<file path="src/rtl/decode_pkg.sv">
// -----------------------------------------------------------------------------
// decode_pkg
// Shared definitions for the RV32I/RV64I decode stage:
//   - major opcode constants
//   - instruction format code (itype_e) as presented on out_itype
//   - funct7 constants for OP / OP-32
//   - the per-instruction field bundle held in the pipeline registers
// -----------------------------------------------------------------------------
package decode_pkg;

    localparam logic [6:0] OPC_LUI       = 7'b0110111;
    localparam logic [6:0] OPC_AUIPC     = 7'b0010111;
    localparam logic [6:0] OPC_JAL       = 7'b1101111;
    localparam logic [6:0] OPC_JALR      = 7'b1100111;
    localparam logic [6:0] OPC_BRANCH    = 7'b1100011;
    localparam logic [6:0] OPC_LOAD      = 7'b0000011;
    localparam logic [6:0] OPC_STORE     = 7'b0100011;
    localparam logic [6:0] OPC_OP_IMM    = 7'b0010011;
    localparam logic [6:0] OPC_OP        = 7'b0110011;
    localparam logic [6:0] OPC_MISC_MEM  = 7'b0001111;
    localparam logic [6:0] OPC_SYSTEM    = 7'b1110011;
    localparam logic [6:0] OPC_OP_IMM_32 = 7'b0011011;
    localparam logic [6:0] OPC_OP_32     = 7'b0111011;

    typedef enum logic [2:0] {
        ITYPE_R    = 3'd0,
        ITYPE_I    = 3'd1,
        ITYPE_S    = 3'd2,
        ITYPE_B    = 3'd3,
        ITYPE_U    = 3'd4,
        ITYPE_J    = 3'd5,
        ITYPE_NONE = 3'd7
    } itype_e;

    localparam logic [6:0] F7_BASE   = 7'h00;
    localparam logic [6:0] F7_ALT    = 7'h20;  // SUB / SRA
    localparam logic [6:0] F7_MULDIV = 7'h01;  // M extension

    // Everything about a decoded instruction except the XLEN-wide pc/imm,
    // which live beside it because a package cannot be parameterised.
    typedef struct packed {
        logic [6:0] opcode;
        logic [2:0] funct3;
        logic [6:0] funct7;
        logic [4:0] rs1;
        logic [4:0] rs2;
        logic [4:0] rd;
        itype_e     itype;
        logic       illegal;
    } dec_fields_t;

    localparam dec_fields_t DEC_FIELDS_RESET = '{
        opcode:  7'd0,
        funct3:  3'd0,
        funct7:  7'd0,
        rs1:     5'd0,
        rs2:     5'd0,
        rd:      5'd0,
        itype:   ITYPE_NONE,
        illegal: 1'b0
    };

    // Register-register ops: base funct7, SUB/SRA only on funct3 0/5,
    // and the MUL/DIV family only when that extension is enabled.
    function automatic logic op_funct7_legal(input logic [6:0] funct7,
                                             input logic [2:0] funct3,
                                             input logic       mext_en);
        return (funct7 == F7_BASE) ||
               ((funct7 == F7_ALT) && ((funct3 == 3'd0) || (funct3 == 3'd5))) ||
               (mext_en && (funct7 == F7_MULDIV));
    endfunction

endpackage

</file>
<file path="src/rtl/imm_gen.sv">
// -----------------------------------------------------------------------------
// imm_gen
// Combinational immediate generator. Reassembles the I/S/B/U/J immediate
// from the instruction word and sign-extends it to XLEN. R-type and NONE
// produce zero.
// Ports:
//   inst  [31:7]     instruction word without the opcode (never part of an imm)
//   itype            format code selecting the bit scramble
//   imm   [XLEN-1:0] sign-extended immediate
// -----------------------------------------------------------------------------
module imm_gen
    import decode_pkg::*;
#(
    parameter int XLEN = 32
) (
    input  logic [31:7]     inst,
    input  itype_e          itype,
    output logic [XLEN-1:0] imm
);

    logic [31:0] imm32;

    always_comb begin
        imm32 = '0;
        case (itype)
            ITYPE_I: imm32 = {{20{inst[31]}}, inst[31:20]};
            ITYPE_S: imm32 = {{20{inst[31]}}, inst[31:25], inst[11:7]};
            ITYPE_B: imm32 = {{19{inst[31]}}, inst[31], inst[7], inst[30:25],
                              inst[11:8], 1'b0};
            ITYPE_U: imm32 = {inst[31:12], 12'h000};
            ITYPE_J: imm32 = {{11{inst[31]}}, inst[31], inst[19:12], inst[20],
                              inst[30:21], 1'b0};
            default: imm32 = '0;
        endcase
    end

    assign imm[31:0] = imm32;

    // Upper half (RV64 only) replicates the 32-bit sign; empty when XLEN=32.
    genvar gi;
    generate
        for (gi = 32; gi < XLEN; gi++) begin : g_sext
            assign imm[gi] = imm32[31];
        end
    endgenerate

endmodule

</file>
<file path="src/rtl/decode_stage.sv">
// -----------------------------------------------------------------------------
// decode_stage
// Registered RV32I/RV64I decode stage between fetch and execute. Decodes the
// incoming word combinationally, captures it into the main register (M) or,
// when M is stalled, into a skid register (S). All outputs come from M.
// in_ready is simply !S.valid, so it never depends on out_ready in the same
// cycle.
//
// Optional feature macro: DECODE_MEXT_EN -- when defined, OP / OP-32 with
// funct7=0x01 (MUL/DIV/REM) decode as legal R-type; otherwise illegal.
//
// Ports:
//   clk, rst_n              clock, asynchronous active-low reset
//   flush                   drop M, S and any same-cycle input
//   in_valid/in_ready       fetch handshake; in_inst, in_pc payload
//   out_valid/out_ready     execute handshake
//   out_pc, out_opcode, out_funct3, out_funct7, out_rs1, out_rs2, out_rd,
//   out_imm, out_itype, out_illegal   decoded instruction from M
// -----------------------------------------------------------------------------
module decode_stage
    import decode_pkg::*;
#(
    parameter int XLEN = 32
) (
    input  logic            clk,
    input  logic            rst_n,
    input  logic            flush,
    input  logic            in_valid,
    output logic            in_ready,
    input  logic [31:0]     in_inst,
    input  logic [XLEN-1:0] in_pc,
    output logic            out_valid,
    input  logic            out_ready,
    output logic [XLEN-1:0] out_pc,
    output logic [6:0]      out_opcode,
    output logic [2:0]      out_funct3,
    output logic [6:0]      out_funct7,
    output logic [4:0]      out_rs1,
    output logic [4:0]      out_rs2,
    output logic [4:0]      out_rd,
    output logic [XLEN-1:0] out_imm,
    output logic [2:0]      out_itype,
    output logic            out_illegal
);

`ifdef DECODE_MEXT_EN
    localparam logic MEXT_EN = 1'b1;
`else
    localparam logic MEXT_EN = 1'b0;
`endif

    // ---------------------------------------------------------------- decode
    logic [6:0]      opcode;
    logic [2:0]      funct3;
    logic [6:0]      funct7;
    logic            is_shift;
    logic [6:0]      shift_hi;
    logic            legal;
    itype_e          fmt;
    dec_fields_t     dec_fields;
    logic [XLEN-1:0] dec_imm;

    assign opcode   = in_inst[6:0];
    assign funct3   = in_inst[14:12];
    assign funct7   = in_inst[31:25];
    // funct3 1 (SLLI) and 5 (SRLI/SRAI) are the shift-immediate forms.
    assign is_shift = (funct3[1:0] == 2'b01);
    // Bits above a 5-bit shamt; bit 30 selects SRAI for right shifts so it
    // is masked there. RV64 uses a 6-bit shamt and ignores shift_hi[0].
    assign shift_hi = {in_inst[31], in_inst[30] & ~funct3[2], in_inst[29:25]};

    always_comb begin
        fmt   = ITYPE_NONE;
        legal = 1'b0;
        case (opcode)
            OPC_LUI, OPC_AUIPC: begin
                fmt   = ITYPE_U;
                legal = 1'b1;
            end
            OPC_JAL: begin
                fmt   = ITYPE_J;
                legal = 1'b1;
            end
            OPC_JALR, OPC_MISC_MEM, OPC_SYSTEM: begin
                fmt   = ITYPE_I;
                legal = 1'b1;
            end
            OPC_BRANCH: begin
                fmt   = ITYPE_B;
                legal = (funct3[2:1] != 2'b01);
            end
            OPC_LOAD: begin
                fmt   = ITYPE_I;
                // LD (3) and LWU (6) exist only on RV64; 7 never.
                legal = (funct3 != 3'd7) &&
                        ((XLEN == 64) || ((funct3 != 3'd3) && (funct3 != 3'd6)));
            end
            OPC_STORE: begin
                fmt   = ITYPE_S;
                legal = !funct3[2] && ((XLEN == 64) || (funct3 != 3'd3));
            end
            OPC_OP_IMM: begin
                fmt = ITYPE_I;
                if (XLEN == 64) begin
                    legal = !is_shift || (shift_hi[6:1] == 6'd0);
                end else begin
                    legal = !is_shift || (shift_hi == 7'd0);
                end
            end
            OPC_OP: begin
                fmt   = ITYPE_R;
                legal = op_funct7_legal(funct7, funct3, MEXT_EN);
            end
            OPC_OP_IMM_32: begin
                // Word shifts always have a 5-bit shamt.
                fmt   = ITYPE_I;
                legal = (XLEN == 64) && (!is_shift || (shift_hi == 7'd0));
            end
            OPC_OP_32: begin
                fmt   = ITYPE_R;
                legal = (XLEN == 64) && op_funct7_legal(funct7, funct3, MEXT_EN);
            end
            default: begin
                fmt   = ITYPE_NONE;
                legal = 1'b0;
            end
        endcase
        if ((in_inst[1:0] != 2'b11) || !legal) begin
            fmt = ITYPE_NONE;
        end
    end

    always_comb begin
        dec_fields         = DEC_FIELDS_RESET;
        dec_fields.opcode  = opcode;
        dec_fields.funct3  = funct3;
        dec_fields.funct7  = funct7;
        dec_fields.itype   = fmt;
        dec_fields.illegal = (fmt == ITYPE_NONE);
        case (fmt)
            ITYPE_R: begin
                dec_fields.rs1 = in_inst[19:15];
                dec_fields.rs2 = in_inst[24:20];
                dec_fields.rd  = in_inst[11:7];
            end
            ITYPE_I: begin
                dec_fields.rs1 = in_inst[19:15];
                dec_fields.rd  = in_inst[11:7];
            end
            ITYPE_S, ITYPE_B: begin
                dec_fields.rs1 = in_inst[19:15];
                dec_fields.rs2 = in_inst[24:20];
            end
            ITYPE_U, ITYPE_J: begin
                dec_fields.rd  = in_inst[11:7];
            end
            default: ;
        endcase
    end

    imm_gen #(.XLEN(XLEN)) u_imm_gen (
        .inst  (in_inst[31:7]),
        .itype (fmt),
        .imm   (dec_imm)
    );

    // ------------------------------------------------------- M / S pipeline
    logic            m_valid_reg, m_valid_next;
    logic            s_valid_reg, s_valid_next;
    dec_fields_t     m_dec_reg, m_dec_next;
    dec_fields_t     s_dec_reg, s_dec_next;
    logic [XLEN-1:0] m_pc_reg, m_pc_next, m_imm_reg, m_imm_next;
    logic [XLEN-1:0] s_pc_reg, s_pc_next, s_imm_reg, s_imm_next;
    logic            in_xfer;
    logic            m_free;

    assign in_xfer = in_valid && !s_valid_reg;
    // M may take new content when it is empty or its content leaves now.
    assign m_free  = !m_valid_reg || out_ready;

    always_comb begin
        m_valid_next = m_valid_reg;
        m_dec_next   = m_dec_reg;
        m_pc_next    = m_pc_reg;
        m_imm_next   = m_imm_reg;
        s_valid_next = s_valid_reg;
        s_dec_next   = s_dec_reg;
        s_pc_next    = s_pc_reg;
        s_imm_next   = s_imm_reg;
        if (flush) begin
            m_valid_next = 1'b0;
            s_valid_next = 1'b0;
        end else if (m_free) begin
            if (s_valid_reg) begin
                // S holds the older instruction; no input can arrive while
                // S is full, so FIFO order is preserved.
                m_valid_next = 1'b1;
                m_dec_next   = s_dec_reg;
                m_pc_next    = s_pc_reg;
                m_imm_next   = s_imm_reg;
                s_valid_next = 1'b0;
            end else if (in_xfer) begin
                m_valid_next = 1'b1;
                m_dec_next   = dec_fields;
                m_pc_next    = in_pc;
                m_imm_next   = dec_imm;
            end else begin
                m_valid_next = 1'b0;
            end
        end else if (in_xfer) begin
            s_valid_next = 1'b1;
            s_dec_next   = dec_fields;
            s_pc_next    = in_pc;
            s_imm_next   = dec_imm;
        end
    end

    always_ff @(posedge clk or negedge rst_n) begin
        if (!rst_n) begin
            m_valid_reg <= 1'b0;
            m_dec_reg   <= DEC_FIELDS_RESET;
            m_pc_reg    <= '0;
            m_imm_reg   <= '0;
            s_valid_reg <= 1'b0;
            s_dec_reg   <= DEC_FIELDS_RESET;
            s_pc_reg    <= '0;
            s_imm_reg   <= '0;
        end else begin
            m_valid_reg <= m_valid_next;
            m_dec_reg   <= m_dec_next;
            m_pc_reg    <= m_pc_next;
            m_imm_reg   <= m_imm_next;
            s_valid_reg <= s_valid_next;
            s_dec_reg   <= s_dec_next;
            s_pc_reg    <= s_pc_next;
            s_imm_reg   <= s_imm_next;
        end
    end

    // -------------------------------------------------------------- outputs
    assign in_ready    = !s_valid_reg;
    assign out_valid   = m_valid_reg;
    assign out_pc      = m_pc_reg;
    assign out_opcode  = m_dec_reg.opcode;
    assign out_funct3  = m_dec_reg.funct3;
    assign out_funct7  = m_dec_reg.funct7;
    assign out_rs1     = m_dec_reg.rs1;
    assign out_rs2     = m_dec_reg.rs2;
    assign out_rd      = m_dec_reg.rd;
    assign out_imm     = m_imm_reg;
    assign out_itype   = m_dec_reg.itype;
    assign out_illegal = m_dec_reg.illegal;

endmodule

</file>
<file path="config.mk">
export PLATFORM = sky130hd
export DESIGN_NAME = decode_stage
export DESIGN_NICKNAME = d
export VERILOG_FILES = /design/src/rtl/decode_pkg.sv /design/src/rtl/imm_gen.sv /design/src/rtl/decode_stage.sv
export SDC_FILE = /design/constraint.sdc
export NUM_CORES = 1
export LEC_CHECK = 0
export CAP_MARGIN = 25
export CELL_PAD_IN_SITES_DETAIL_PLACEMENT = 0
export CELL_PAD_IN_SITES_GLOBAL_PLACEMENT = 2
export CORE_MARGIN = 4
export CORE_UTILIZATION = 42
export CTS_CLUSTER_SIZE = 24
export DETAILED_ROUTE_END_ITERATION = 10
export DONT_BUFFER_PORTS = 1
export PLACE_DENSITY_LB_ADDON = 0.1
export SYNTH_ARGS = -nofsm -noshare
export SYNTH_HDL_FRONTEND = slang
export SYNTH_SLANG_ARGS = --single-unit
export TNS_END_PERCENT = 1
</file>
<file path="constraint.sdc">
create_clock -name clk -period 5.84 [get_ports clk]
set_input_delay 0.876 -clock clk [delete_from_list [all_inputs] [get_ports clk]]
set_output_delay 0.876 -clock clk [all_outputs]
set_load 0.01 [all_outputs]
</file>
; ---- Yosys cells after proc, flatten, opt, wreduce, memory -nomap -nowiden
; Cells that the tools add are included.
[totals]
register_bits = 202
out_inout_bits = 102
word_cells = 104
[op_classes]
n_bitwise = 4
reduce_logical = 31
n_eq_ne = 27
n_mux = 20
[ops]
columns = operator, count
row1 = case mux 32 bit (5 select lines), 1
row2 = two-way mux 32 bit, 4
row3 = two-way mux 36 bit, 2
row4 = "== test 7 x 6 -> 1 bit, second input constant", 5
row5 = "== test 7 bit, second input constant", 4
row6 = "== test 7 x 5 -> 1 bit, second input constant", 3
row7 = case mux 3 bit (6 select lines), 1
row8 = two-way mux 5 bit, 3
row9 = logical NOT 7 bit, 2
row10 = "== test 3 bit, second input constant", 4
row11 = OR reduction 6 bit, 2
row12 = OR reduction 4 bit, 2
row13 = "== test 7 x 2 -> 1 bit, second input constant", 1
row14 = "== test 7 x 4 -> 1 bit, second input constant", 1
row15 = two-way mux 1 bit, 7
row16 = "== test 3 x 2 -> 1 bit, second input constant", 2
row17 = logical NOT 3 bit, 2
row18 = "inequality test 3 bit, second input constant", 2
row19 = case mux 1 bit (6 select lines), 1
row20 = AND reduction 3 bit, 2
row21 = logical AND 1 bit, 5
row22 = logical NOT 1 bit, 5
row23 = logical OR 1 bit, 5
row24 = nonzero test 2 bit, 2
row25 = other kinds (11), 14

; ---- Logic depth before layout (Yosys ltp)
[logic_depth]
word_depth = 13
depth_mapped = 10
mapped_depth_nobuf = 7

; ---- Modules after synthesis
; A second synthesis with hierarchy kept.
[hier_totals]
hier_cells = 968
area_unflattened_um2 = 9051.2
[modules_own_cells]
columns = mod, instances, area_per_inst_um2, cells_each, seq_area_each_um2
row1 = decode_stage, 1, 8660.8, 902, 5062.4
row2 = imm_gen, 1, 390.4, 66, 0.0

; ---- Worst setup path before layout
; OpenSTA, ideal clock, no wires.
[synth_path]
path_type = input port to flip-flop
start = input in_inst[12]
end = register s_imm_reg[21]
stages = 9
t_required_ps = 5767
arrival_ps = 2521
setup_time_ps = 73
setup_slack_ps = 3246
path_cell_list = buf_2 nor4b_1 a31oi_1 a311oi_4 nor3_2 nor3_4 a21oi_2 buf_6 a21oi_2
[synth_via]
elab_chain_cells = 10
word_cells_on_any_way = 24
[synth_lines]
columns = element, line
row1 = "start, declared", decode_stage.sv:30  ; input logic [31:0] in_inst,
row2 = == test 3 bit / logical NOT 3 bit (equally long branches), decode_pkg.sv:69  ; ((funct7 == F7_ALT) && ((funct3 == 3'd0) || (funct3 == 3'd5))) ||
row3 = logical OR 1 bit, decode_pkg.sv:69
row4 = logical AND 1 bit, decode_pkg.sv:69
row5 = logical OR 1 bit, decode_pkg.sv:68  ; return (funct7 == F7_BASE) ||
row6 = case mux 1 bit (6 select lines) *, decode_stage.sv:75  ; case (opcode)
row7 = logical NOT 1 bit *, decode_stage.sv:128  ; if ((in_inst[1:0] != 2'b11) || !legal) begin
row8 = logical OR 1 bit *, decode_stage.sv:128
row9 = two-way mux 3 bit *, decode_stage.sv:128
row10 = == test 3 bit (tied with other cells), imm_gen.sv:25  ; case (itype)
row11 = case mux 32 bit (5 select lines) *, imm_gen.sv:25
row12 = "end signal, assigned", decode_stage.sv:236  ; s_imm_reg <= s_imm_next;
row13 = "end, declared", decode_stage.sv:173  ; logic [XLEN-1:0] s_pc_reg, s_pc_next, s_imm_reg, s_imm_next;
; Every way passes the cells marked *; elsewhere a longest branch is shown, timed or not.
; A chain may end at the register's enable or synchronous reset.

; ---- Worst setup path after layout
[layout_path]
start = register s_valid_reg
end = output in_ready
[layout_via]
elab_chain_cells = 1
[layout_lines]
columns = element, line
row1 = "start, declared", decode_stage.sv:169  ; logic s_valid_reg, s_valid_next;
row2 = "start signal, assigned", decode_stage.sv:233  ; s_valid_reg <= s_valid_next;
row3 = logical NOT 1 bit, decode_stage.sv:241  ; assign in_ready = !s_valid_reg;
row4 = "end, declared", decode_stage.sv:29  ; output logic in_ready,
; No other way between the ends.

==> metrics.md <==
| Metric | Value |
|---|---|
| Status | `finished, final reports clean` |
| Diode count | `0` |
| Syn-to-layout area delta | `9.53%` |
| Num rows | `53` |
| Via count | `6976` |
| Hold Path Class | `in2async` |
| Data required time at the worst endpoint | `4.96 ns` |
| Max Slew Vio Count | `0` |
| Syn Nets | `1055` |
| Leak | `4.36 nW` |
| Max_cap viols | `0` |
| Avg Inst Size Synth | `9.24 um^2` |
| Final setup viols | `0` |
| Met2 WL | `11300 um` |
| Vias per cell | `5.63` |
| Switching power | `916 uW` |
| RSZ-0062 raised after global routing | `no` |
| Synth area leaders | `dfrtp_1, nand2_1, o21ai_0` |
| Crit path launch type | `flop` |
| Sequential share of the synthesized area | `55.6%` |
| P per Cell Area | `353 mW/mm^2` |
| Logic pwr share | `8.5%` |
| Max FFs per register | `36` |
| Number of global-route vias before repair | `7049` |
| Later-pin clock latency in the skew report | `0.50 ns` |
| Final hold vios | `0` |
| Post-route antenna net violation count | `0` |
| First-pass GRT wire length | `39700 um` |
| Sw Ratio | `26.0%` |
| Worst VDD drop | `194 uV` |
| H-tree depth | `1` |
| Die area | `0.0241 mm^2` |
| Async SR Flop Fraction | `100%` |
| Share of cells above drive strength 1 | `7.89%` |
| GR Util All Layers | `20.3%` |
| Post-route non-filler standard cell count | `1238` |
| Setup_tns | `0 ns` |
| DR WL/cell | `20.0 um` |
| F_max | `0.291 GHz` |
| Synth Register Bits | `202` |
| Top_reg_cell synth | `dfrtp_1` |
| CTS Buf Count | `23` |
| Effective utilization at floorplan | `43.1%` |
| Synth Warn # | `0` |
| IO Pins | `171` |
| Crit-path slowest cell | `dfrtp_4` |
| EDFF count, synth | `0` |
| Port bufs | `0` |
| Crit path cell chain | `buf_4, inv_1, buf_4` |
| R2R Setup Slk | `2.66 ns` |
| CP Max Fanout | `56` |
| Total wire length | `24800 um` |
| Fin crit share | `58.8%` |
| Die W | `155 um` |
| 1st-pass router iterations | `5` |
| CP dominant cell by count | `buf_4` |
| Post-synth top area share | `53.9%` |
| Cells after synthesis | `986` |
| Die Ht | `155 um` |
| CTS root buf | `clkbuf_16` |
| Crit end category | `primary output` |
| Initial antenna violation count | `0` |
| Critical Path AT | `2.56 ns` |
| Met3 wire len | `2190 um` |
| Hpwl dp | `15600 um` |
| Mapped Area | `0.00911 mm^2` |
| Int Pwr | `2.60 mW` |
| GRT overflow | `0` |
| Clock slew at reported path FFs | `0.06 ns` |
| CTS Buffer Depth | `3` |
| Reg power frac | `51.4%` |
| Slew at the pin with the worst max-slew slack | `1.01 ns` |
| Buffer count from post-CTS setup fixing | `0` |
| Hold_buf cts | `0` |
| DR DRC count | `0` |
| Max layer used | `met4` |
| DR iter-0 viols | `430` |
| Relative slew slack | `32.6%` |
| Layout Skew | `0.0162 ns` |
| Final net count | `1016` |
| Largest net degree at the start of global routing | `203` |
| Core area | `0.0212 mm^2` |
| Top cells by count, synth | `nand2_1, dfrtp_1, o21ai_0` |
| Placed insts | `1197` |
| CP Class | `reg2out` |
| Count leader, synth | `nand2_1` |
| Final GP Congestion | `0.783` |
| Clock power share | `40.1%` |
| CP peak stage delay | `0.75 ns` |
| Met1 WL | `10900 um` |
| Area leader, netlist | `dfrtp_1` |
| # clock sinks | `202` |
| Distinct cells, synth | `49` |
| Tmin final | `3.43 ns` |
| CTS resizes | `0` |
| CTS tree | `built` |
[path summary, 6_finish.rpt]
check,cells past startpoint,end,start
max,3,in_ready,s_valid_reg
min,0,out_pc[6],rst_n
min in group clk,1,out_valid,flush
min reg2reg,2,s_dec_reg[20],s_dec_reg[20]
max reg2reg,6,out_imm[29],s_valid_reg
max in group asynchronous,0,out_rs2[1],rst_n
[per-layer routing]
| layer | up-vias | track usage (%) |
|---|---|---|
| met5 | - | 0 |
| met4 | 0 | 4.71 |
| met3 | 29 | 5.42 |
| met2 | 235 | 32.4 |
| met1 | 3446 | 28.0 |
| li1 | 3266 | - |
[worst max-delay path: cells and delay by family (launching register included)]
family | cells | cell delay [ns]
buf+inv | 3 | 1.27
flops | 1 | 0.75
[cell families (layout without fill, tap and decap cells)]
kind of cell           Yosys count  after routing  synth area share (%)
buffers and inverters           74             51                  3.45
AND/OR/NAND/NOR                421            421                  20.5
multiplexers                    50             50                  5.50
flip-flops                     202            202                  55.6
XOR/XNOR                         1              1                0.0962
AO/OA/AOI/OAI                  238            238                  14.9
[power by group through the flow]
stage / Combinational (mW) / Clock, mW / Sequential, mW
global placement: 0.287 / 0 / 1.83
global route: 0.356 / 1.51 / 1.84
detailed placement: 0.303 / 0 / 1.84
CTS: 0.303 / 1.45 / 1.81
floorplan: 0.261 / 0 / 1.78
finish: 0.298 / 1.41 / 1.81
[through the flow]
step | cell area (um^2) | total power, mW | hold slack [ns] | setup slack (ns) | utilization (%)
after floorplan | 9110 | 2.04 | 0.442 | 3.25 | -
after global placement | 9230 | 2.12 | 0.454 | 2.79 | 43.6
after detailed placement | 9230 | 2.14 | 0.462 | 2.70 | 43.6
after CTS | 9980 | 3.57 | 0.0571 | 2.38 | 47.2
after global routing | 9980 | 3.70 | 0.0581 | 2.29 | 47.2
final | 9980 | 3.52 | 0.0835 | 2.41 | 47.2
[cell usage in the layout (no fill, tap or decap), types with 2 or more instances in the layout]
cell type / count
nand2_1: 279
or2_2: 2
nor3_2: 4
clkinv_2: 3
a31oi_1: 10
nand2b_1: 4
a21oi_1: 64
a22o_1: 5
a22oi_1: 2
buf_4: 6
o21ai_1: 2
dfstp_2: 6
nor3_1: 5
inv_1: 4
or3_1: 25
nor4_4: 2
o211ai_1: 2
and3_1: 16
nand4b_1: 2
a221oi_1: 4
clkbuf_1: 6
clkbuf_8: 7
nor2_1: 50
a211oi_1: 2
clkbuf_16: 23
nand3_1: 12
mux2i_1: 50
nor2b_1: 5
o21ai_0: 127
nor3b_1: 4
dfrtp_1: 195
a21oi_2: 12
[final cells by class]
| type | count | area (um^2) |
|---|---|---|
| Clock buffer | 36 | 694 |
| Clock inverter | 5 | 52.6 |
| Fill cell | 2030 | 11200 |
| Inverter | 4 | 15.0 |
| Multi-Input combinational cell | 710 | 3760 |
| Sequential cell | 202 | 5070 |
| Tap cell | 275 | 344 |
| Timing Repair Buffer | 6 | 45.0 |
Note: power is estimated with default switching activity, not from simulation.
